==> src/rtl/dp_pkg.sv <==
// Shared definitions for the dot-product datapath stages: FSM state
// encoding, default widths and helpers that derive the signed saturation
// bounds for a given output width.
package dp_pkg;

  typedef enum logic [1:0] {
    IDLE   = 2'd0,
    ACCUM  = 2'd1,
    OUTPUT = 2'd2
  } state_t;

  // Default product width comes from the 64-bit multiplier plus 7 guard bits.
  localparam int DP_PWIDTH    = 64 + 7;
  localparam int DP_LEN_WIDTH = 10;
  localparam int DP_AWIDTH    = 81;
  localparam int DP_OWIDTH    = 64;

  // Saturation bounds are produced at this width and sliced by the user.
  localparam int DP_BOUND_WIDTH = 128;

  // Largest signed value representable in owidth bits: 2^(owidth-1)-1.
  function automatic logic [DP_BOUND_WIDTH-1:0] sat_max(input int owidth);
    return (DP_BOUND_WIDTH'(1) << (owidth - 1)) - DP_BOUND_WIDTH'(1);
  endfunction

  // Smallest signed value representable in owidth bits: -2^(owidth-1).
  function automatic logic [DP_BOUND_WIDTH-1:0] sat_min(input int owidth);
    return ~sat_max(owidth);
  endfunction

endpackage

==> src/rtl/dp_sat_narrow.sv <==
// Arithmetic right shift followed by signed saturation from AWIDTH down to
// OWIDTH bits. Purely combinational so later layer stages can reuse it.
module dp_sat_narrow
  import dp_pkg::*;
#(
  parameter int AWIDTH = DP_AWIDTH,
  parameter int OWIDTH = DP_OWIDTH,
  parameter int SHIFT  = 0
) (
  input  logic signed [AWIDTH-1:0] value,
  output logic signed [OWIDTH-1:0] result,
  output logic                     sat
);

  if (SHIFT < 0 || SHIFT > AWIDTH - OWIDTH) begin : g_shift_check
    $error("dp_sat_narrow: SHIFT must lie in 0..AWIDTH-OWIDTH");
  end
  if (OWIDTH > DP_BOUND_WIDTH || OWIDTH >= AWIDTH) begin : g_width_check
    $error("dp_sat_narrow: OWIDTH must be below AWIDTH and at most 128");
  end

  localparam logic [DP_BOUND_WIDTH-1:0] MAX_FULL = sat_max(OWIDTH);
  localparam logic [DP_BOUND_WIDTH-1:0] MIN_FULL = sat_min(OWIDTH);
  localparam logic [OWIDTH-1:0]         OUT_MAX  = MAX_FULL[OWIDTH-1:0];
  localparam logic [OWIDTH-1:0]         OUT_MIN  = MIN_FULL[OWIDTH-1:0];

  logic signed [AWIDTH-1:0]   shifted;
  logic        [AWIDTH-OWIDTH:0] upper;

  // The shifted value fits when every bit from the output sign bit upward is
  // identical; otherwise clip toward the side given by the true sign.
  always_comb begin
    shifted = value >>> SHIFT;
    upper   = shifted[AWIDTH-1:OWIDTH-1];
    result  = shifted[OWIDTH-1:0];
    sat     = 1'b0;
    if (!(upper == '0 || upper == '1)) begin
      sat    = 1'b1;
      result = shifted[AWIDTH-1] ? OUT_MIN : OUT_MAX;
    end
  end

endmodule

==> src/rtl/dp_accum.sv <==
// Accumulates len signed products from the multiplier and hands one
// shifted, saturated sum per dot product to the next layer stage.
module dp_accum
  import dp_pkg::*;
#(
  parameter int PWIDTH    = DP_PWIDTH,
  parameter int LEN_WIDTH = DP_LEN_WIDTH,
  parameter int AWIDTH    = DP_AWIDTH,
  parameter int OWIDTH    = DP_OWIDTH,
  parameter int SHIFT     = 0
) (
  input  logic                     clk,
  input  logic                     rst,
  input  logic                     start,
  input  logic [LEN_WIDTH-1:0]     len,
  input  logic                     in_valid,
  input  logic signed [PWIDTH-1:0] in_data,
  output logic                     in_ready,
  output logic                     out_valid,
  output logic signed [OWIDTH-1:0] out_data,
  input  logic                     out_ready,
  output logic                     out_sat,
  output logic                     busy
);

  if (AWIDTH < PWIDTH + LEN_WIDTH) begin : g_awidth_check
    $error("dp_accum: AWIDTH must be >= PWIDTH + LEN_WIDTH");
  end

  state_t                   state;
  logic signed [AWIDTH-1:0] acc;
  logic [LEN_WIDTH-1:0]     count;
  logic [LEN_WIDTH-1:0]     len_q;
  logic signed [AWIDTH-1:0] product_ext;
  logic signed [AWIDTH-1:0] final_sum;
  logic signed [OWIDTH-1:0] narrow_data;
  logic                     narrow_sat;
  logic                     accept;
  logic                     last_term;

  // Handshake and status decode straight from the state register.
  always_comb begin
    in_ready    = (state == ACCUM);
    busy        = (state != IDLE);
    accept      = in_valid && in_ready;
    last_term   = (count == LEN_WIDTH'(len_q - 1'b1));
    product_ext = {{(AWIDTH-PWIDTH){in_data[PWIDTH-1]}}, in_data};
    final_sum   = acc + product_ext;
  end

  dp_sat_narrow #(
    .AWIDTH (AWIDTH),
    .OWIDTH (OWIDTH),
    .SHIFT  (SHIFT)
  ) u_sat_narrow (
    .value  (final_sum),
    .result (narrow_data),
    .sat    (narrow_sat)
  );

  // Control FSM with registered result; a reset abandons any job in flight.
  always_ff @(posedge clk) begin
    if (rst) begin
      state     <= IDLE;
      acc       <= '0;
      count     <= '0;
      len_q     <= '0;
      out_valid <= 1'b0;
      out_data  <= '0;
      out_sat   <= 1'b0;
    end else begin
      case (state)
        IDLE: begin
          if (start) begin
            if (len != '0) begin
              len_q <= len;
              acc   <= '0;
              count <= '0;
              state <= ACCUM;
            end else begin
              out_data  <= '0;
              out_sat   <= 1'b0;
              out_valid <= 1'b1;
              state     <= OUTPUT;
            end
          end
        end
        ACCUM: begin
          if (accept) begin
            acc   <= final_sum;
            count <= count + 1'b1;
            if (last_term) begin
              out_data  <= narrow_data;
              out_sat   <= narrow_sat;
              out_valid <= 1'b1;
              state     <= OUTPUT;
            end
          end
        end
        OUTPUT: begin
          if (out_ready) begin
            out_valid <= 1'b0;
            state     <= IDLE;
          end
        end
        default: state <= IDLE;
      endcase
    end
  end

endmodule

==> config.mk <==
export PLATFORM = sky130hd
export DESIGN_NAME = dp_accum
export DESIGN_NICKNAME = d
export VERILOG_FILES = /design/src/rtl/dp_pkg.sv /design/src/rtl/dp_sat_narrow.sv /design/src/rtl/dp_accum.sv
export SDC_FILE = /design/constraint.sdc
export NUM_CORES = 1
export LEC_CHECK = 0
export CORE_UTILIZATION = 50
export CTS_CLUSTER_DIAMETER = 120
export DETAILED_ROUTE_END_ITERATION = 8
export GPL_ROUTABILITY_DRIVEN = 1
export PLACE_DENSITY = 0.7
export SLEW_MARGIN = 20
export SYNTH_ARGS = -nofsm -noshare
export SYNTH_HDL_FRONTEND = slang
export SYNTH_SLANG_ARGS = --single-unit
==> constraint.sdc <==
create_clock -name clk -period 6.35 [get_ports clk]
set_clock_uncertainty 0.2 [all_clocks]
set_input_delay 0.635 -clock clk [delete_from_list [all_inputs] [get_ports clk]]
set_output_delay 0.635 -clock clk [all_outputs]
set_load 0.1 [all_outputs]
==> results of run 1 <==
flip-flops by register name, summed over array words and instances, names as in the netlist:
signal and flops:
acc 81, out_data 64, out_valid 1, out_sat 1, len_q 10, count 10, state 2
metal layers:
| layer | part of all wire, % | global-route usage, % | up-vias |
|---|---|---|---|
| met5 | 0 | 0 | - |
| met3 | 6.8 | 3.997 | 42 |
| met4 | 2.0 | 8.826 | 0 |
| met2 | 44 | 49.36 | 474 |
| li1 | - | - | 5975 |
| met1 | 47 | 44.80 | 5924 |
cell families (layout without fill, tap and decap cells):
family,Yosys count,after routing
flops,169,169
buf+inv,125,220
xor+xnor,91,91
simple gates,520,520
compound gates,559,559
mux,14,14
fa+ha+maj,83,83
critical path, delay by kind of cell:
| kind | cells | cell delay [ns] |
|---|---|---|
| adders and majority gates | 1 | 0.43 |
| AOI/OAI and AO/OA | 7 | 2.56 |
| buffers and inverters | 3 | 0.88 |
| and+or+nand+nor | 4 | 0.94 |
layout by cell type, fill, tap and decap left out, drive strengths merged, types with 45 or more instances in the layout:
cell type,instances
ha,82
xor2,46
dfxtp,169
o21bai,71
nand4,46
nand2,124
o21ai,94
a22oi,67
nor2,182
a21oi,143
clkdlybuf4s50,152
xnor2,45
a22o,64
final timing paths:
path                                  start                         to  slack (ns)  cells after the start
setup / recovery                in_data[44]  out_data[49]$_SDFFE_PP0P_        1.01                     15
hold / removal    out_data[63]$_SDFFE_PP0P_  out_data[63]$_SDFFE_PP0P_        0.26                      2
setup reg to reg        acc[2]$_SDFFE_PP0P_  out_data[49]$_SDFFE_PP0P_        1.32                     14
hold reg to reg   out_data[63]$_SDFFE_PP0P_  out_data[63]$_SDFFE_PP0P_        0.26                      2
power groups by stage:
stage	logic [mW]	clock network [mW]	registers, mW
after global routing	0.933	1.16	1.14
after detailed placement	0.845	0	1.16
after floorplan	0.538	0	1.22
after CTS	0.852	1.12	1.13
final	0.865	1.11	1.13
after global placement	0.841	0	1.16
cell type report:
class                           count  area (sq um)
Clock buffer                       17         425.4
Clock inverter                     15         187.7
Fill cell                        2232          9687
Inverter                           18         67.56
Multi-Input combinational cell   1267          8335
Sequential cell                   169          3383
Tap cell                          324         405.4
Timing Repair Buffer              170          1685
per-stage QoR:
step	hold WS, ns	instances	setup WS, ns	power (mW)
floorplan	0.2585	1561	1.700	1.755
CTS	0.2610	1980	1.121	3.100
finish	0.2622	1980	1.006	3.102
global route	0.2775	1980	0.7518	3.229
detailed placement	0.2518	1948	0.6714	2.001
global placement	0.2429	1948	0.7497	1.997
==> flow_summary_export.csv, run 1 <==
group,metric,value,unit
run_status,outcome,"complete, no violations",
sta,fin_tns_setup,0,ns
setup_path,critPathKind,"in2reg",
pwr,sequentialPowerShare,36.5,%
yosys,synth_cell_types,79,
yosys,synth_mux_area_share,1.191,%
detailed_routing,drt_iter0_markers,1089,
detailed_routing,detailroute.via_count,12420,
pwr,power_frac_comb,27.9,%
floorplanning,dieHeight,158.8,microns
yosys,post_synth_xor_area_fraction,6.485,%
yosys,synthesis.area_per_instance,7.873,sq um
cells_and_area,layout-area-overhead-vs-synth,17.91,%
pwr,p_switching,1.126,mW
cells_and_area,design.final.nets,1812,
grt,first_pass_grt_wire_length,63920,microns
yosys,synth_top_cells_by_area,"dfxtp_1, ha_1, a21oi_1",
yosys,yosys.cell_count.top_type,"nor2_1",
pwr,worst_ir_drop_vdd,0.2143,mV
detailed_routing,wl,40200,microns
cts,clkSlewWorstSetupHoldPaths,0.07,ns
yosys,yosysWarningCount,0,
yosys,yosys.area_share.simple,20.65,%
job,max_cap_viol_count,0,
setup_path,setup.worst_path.start_class,"input pin",
placed_design,dp_hpwl,30120,microns
yosys,post-synth-top-area-cell,"dfxtp_1",
floorplanning,fp.coreArea,24180,sq um
floorplanning,io_count,154,
sta,timing.final.hold_violations,0,
yosys,dominantRegCellSynth,"dfxtp_1",
cts,worstSkewPairLatency,0.45,ns
yosys,postSynth.asyncResetShare,0,%
pwr,p_sw_share,36.31,%
setup_path,cp_data_arrival_time,5.52,ns
cts,cts_num_sinks,169,
cts,cts-root-to-sink-buffers,2,
yosys,synth_top_family_by_area,"compound AO/OA/AOI/OAI gates",
cts,cts_tree,"built",
cts,cts_hold_repair.buffers,0,
floorplanning,area_of_the_die,25210,sq um
pwr,share_clk_of_total_power,35.6,%
grt,globalRouteOverflowTotal,0,
yosys,synth_area_in_adders,8.512,%
detailed_routing,drt.antenna.violating_nets,0,
setup_path,crit_path_cell_trace,"clkdlybuf4s50_1 > ha_1 > a21oi_1 > o21ai_0 > buf_4 > nand2b_1 > o31ai_1 > nand2_1 > a41o_1 > a2111oi_1 > nand4_1 > o31a_1 > nor4_4 > buf_12 > a22o_1",
cts,clockRootBuffer,"clkbuf_16",
grt,antenna_violations_before_repair,0,
yosys,synth_edf_count,0,
setup_path,critical_path.max_fanout,63,
setup_path,required,6.53,ns
yosys,seq_area_frac_synth,27.53,%
min_path,timing.hold.worst.class,"reg2reg",
sta,slew_headroom,31.47,%
floorplanning,dieWidth,158.8,microns
yosys,synth-compound-area-share,30.79,%
floorplanning,floorplan.initialDensity,50.83,%
cells_and_area,postLayoutCoreUtil,59.93,%
detailed_routing,drt-wirelength-per-cell,20.30,microns
placed_design,detailed_place.area,13870,sq um
yosys,synth_nets,1730,
yosys,yosys_register_bits,169,
floorplanning,floorplan.rows,57,
detailed_routing,firstDrtPassIters,5,
cts,cts.htree.levels,4,
grt,groute.usage.overall,31.43,%
sta,worst-slew-pin-transition,1.025,ns
sta,max_freq,0.1871,GHz
pwr,power_density_cells,214.1,nW/um^2
sta,timing.final.crit_share,84.16,%
yosys,post_synth_top_area_share,27.53,%
cells_and_area,num_antenna_cells,0,
placed_design,gp_routability_congestion,0.9631,
setup_path,crit_path_end_kind,"flip-flop",
cts,post_cts.repair.setup_buffers,0,
sta,timing.final.crit_period,5.344,ns
setup_path,max_stage_delay,0.69,ns
detailed_routing,avgViaCountPerCell,6.270,
detailed_routing,post-route-drc-count,0,
pwr,cellLeakagePower,5.756,nW
sta,setup_violations,0,
yosys,netlist_top_cells_count,"nor2_1, dfxtp_1, a21oi_1",
cells_and_area,drive_above_1_share,4.650,%
yosys,syn-cell-area,12290,sq um
sta,grt_setup_unrepaired,"false",
sta,report.final.slew_viol_count,0,
yosys,synth_cells,1561,
placed_design,portBuffers,153,
grt,grt_max_degree,100,
setup_path,cp_slowest_cell,"a2111oi_1",
pwr,intPower,1.976,mW
cells_and_area,final_cell_area,14490,sq um
cts,tritoncts.num_buffers,17,
cts,post_cts_resize_count,0,
grt,grt_pass1_vias,11600,
Note: power is estimated with default switching activity, not from simulation.
==> run 2: changes to the inputs <==
==> constraint.sdc (replaced) <==
create_clock -name clk -period 5.4 [get_ports clk]
set_clock_uncertainty 0.2 [all_clocks]
set_input_delay 0.54 -clock clk [delete_from_list [all_inputs] [get_ports clk]]
set_output_delay 0.54 -clock clk [all_outputs]
set_load 0.1 [all_outputs]
==> flow_summary_export.csv, run 2 (synthesis gave the netlist of run 1 again) <==
group,metric,value,unit
setup_path,required,5.53,ns
placed_design,portBuffers,153,
floorplanning,dieHeight,158.8,microns
sta,timing.final.crit_period,4.966,ns
pwr,cellLeakagePower,6.144,nW
grt,groute.usage.overall,31.85,%
grt,grt_max_degree,90,
detailed_routing,wl,40730,microns
cells_and_area,final_cell_area,15090,sq um
cts,cts_num_sinks,169,
sta,timing.final.crit_share,91.96,%
detailed_routing,drt_iter0_markers,1079,
cts,cts_tree,"built",
cells_and_area,largest_register_ffs,81,
grt,antenna_violations_before_repair,0,
cts,post_cts.repair.setup_buffers,0,
detailed_routing,avgViaCountPerCell,6.153,
placed_design,gp_routability_congestion,0.9921,
grt,grt_pass1_vias,11800,
floorplanning,floorplan.rows,57,
pwr,worst_ir_drop_vdd,0.1821,mV
sta,worst-slew-pin-transition,1.033,ns
floorplanning,area_of_the_die,25210,sq um
min_path,timing.hold.worst.class,"in2reg",
floorplanning,io_count,154,
grt,globalRouteOverflowTotal,0,
floorplanning,fp.coreArea,24180,sq um
setup_path,cp_data_arrival_time,5.09,ns
floorplanning,floorplan.initialDensity,50.83,%
cts,worstSkewPairLatency,0.44,ns
floorplanning,dieWidth,158.8,microns
cells_and_area,layout.cells.most_common_list,"nor2_1, dfxtp_1, clkdlybuf4s50_1, a21oi_1, nand2_1",
cts,cts_hold_repair.buffers,0,
run_status,outcome,"complete, no violations",
cells_and_area,layout-area-overhead-vs-synth,22.80,%
setup_path,setup.worst_path.start_class,"input pin",
grt,first_pass_grt_wire_length,64470,microns
detailed_routing,post-route-drc-count,0,
sta,timing.final.hold_violations,0,
detailed_routing,drt.antenna.violating_nets,0,
sta,report.final.slew_viol_count,0,
cells_and_area,final_cell_count_no_fill,2058,
sta,max_freq,0.2014,GHz
placed_design,post-place-ws,0.03707,ns
cells_and_area,layout_top_registers,"acc x81, out_data x64",
cts,clockRootBuffer,"clkbuf_16",
placed_design,post-place-cells,2026,
detailed_routing,detailroute.via_count,12660,
cts,clkSlewWorstSetupHoldPaths,0.08,ns
sta,grt_setup_unrepaired,"false",
sta,timing.hold.ws,0.2139,ns
cts,post_cts_resize_count,0,
sta,setup_slack,0.4344,ns
cells_and_area,design.final.nets,1890,
cells_and_area,most_flop_heavy_register,"acc",
cells_and_area,drive_above_1_share,8.939,%
cts,tritoncts.num_buffers,17,
placed_design,dp_hpwl,31390,microns
sta,slew_headroom,30.94,%
sta,setup_violations,0,
cts,cts.htree.levels,4,
cells_and_area,num_antenna_cells,0,
job,max_cap_viol_count,0,
detailed_routing,drt-wirelength-per-cell,19.79,microns
cells_and_area,mostFrequentLayoutCell,"nor2_1",
pwr,power_density_cells,244.6,nW/um^2
setup_path,critical_path.max_fanout,39,
detailed_routing,firstDrtPassIters,6,
setup_path,critPathKind,"in2reg",
sta,fin_tns_setup,0,ns
placed_design,detailed_place.area,14480,sq um
setup_path,crit_path_end_kind,"flip-flop",
cts,cts-root-to-sink-buffers,2,
-- run 2: cell types whose count changed in the layout (fill, tap and decap cells not counted), moves of 2 or more --
| cell | previous run | this run |
|---|---|---|
| clkinv_4 | 1 | 3 |
| buf_4 | 15 | 92 |
| clkinvlp_4 | 3 | 0 |
| inv_6 | 2 | 5 |
| buf_12 | 2 | 4 |
-- run 2: layout make-up --
type                            instances  area [sq um]
Clock buffer                           17         425.4
Timing Repair Buffer                  248          2292
Multi-Input combinational cell       1267          8335
Clock inverter                         15         181.4
Fill cell                            2205          9086
Inverter                               18         67.56
Sequential cell                       169          3383
Tap cell                              324         405.4
-- run 2: worst paths after layout --
kind                             start                        to  slack [ns]  cells after the start
setup / recovery            in_data[0]  out_data[3]$_SDFFE_PP0P_        0.43                     16
hold / removal                     rst      out_sat$_SDFFE_PP0P_        0.21                      2
setup reg to reg   acc[0]$_SDFFE_PP0P_  out_data[3]$_SDFFE_PP0P_        0.66                     15
hold reg to reg   out_sat$_SDFFE_PP0P_      out_sat$_SDFFE_PP0P_        0.27                      2
-- run 2: critical path, cell delays in order --
cell and delay, ns:
clkdlybuf4s50_1 0.41, ha_1 0.23, fa_1 0.42, a211oi_1 0.25, o21ai_1 0.16, a41oi_1 0.40
o31ai_2 0.19, a22oi_4 0.31, o221ai_1 0.21, xor2_1 0.20, or3_1 0.38, or4_4 0.49
nor3_4 0.30, buf_12 0.24, o21ai_0 0.14, a22o_1 0.21
-- run 2: power breakdown --
group	internal [mW]	switching [mW]	total [mW]
registers	1.30	0.0353	1.33
logic	0.405	0.664	1.07
clock network	0.664	0.626	1.29
total	2.37	1.33	3.69
-- run 2: layer usage --
metal  global-route usage [%]  vias to the layer above  share of wire, %
met4                    9.179                        0               2.5
li1                         -                     6136                 -
met5                        0                        -                 0
met3                    4.859                       59               6.7
met2                    49.56                      483                44
met1                    45.19                     5985                47
-- run 2: stage by stage --
stage	power [mW]	util [%]
3_5_place_dp	2.409	59.90
2_1_floorplan	2.064	-
4_1_cts	3.697	62.41
3_3_place_gp	2.405	59.90
5_1_grt	3.857	62.42
6_report	3.691	62.42
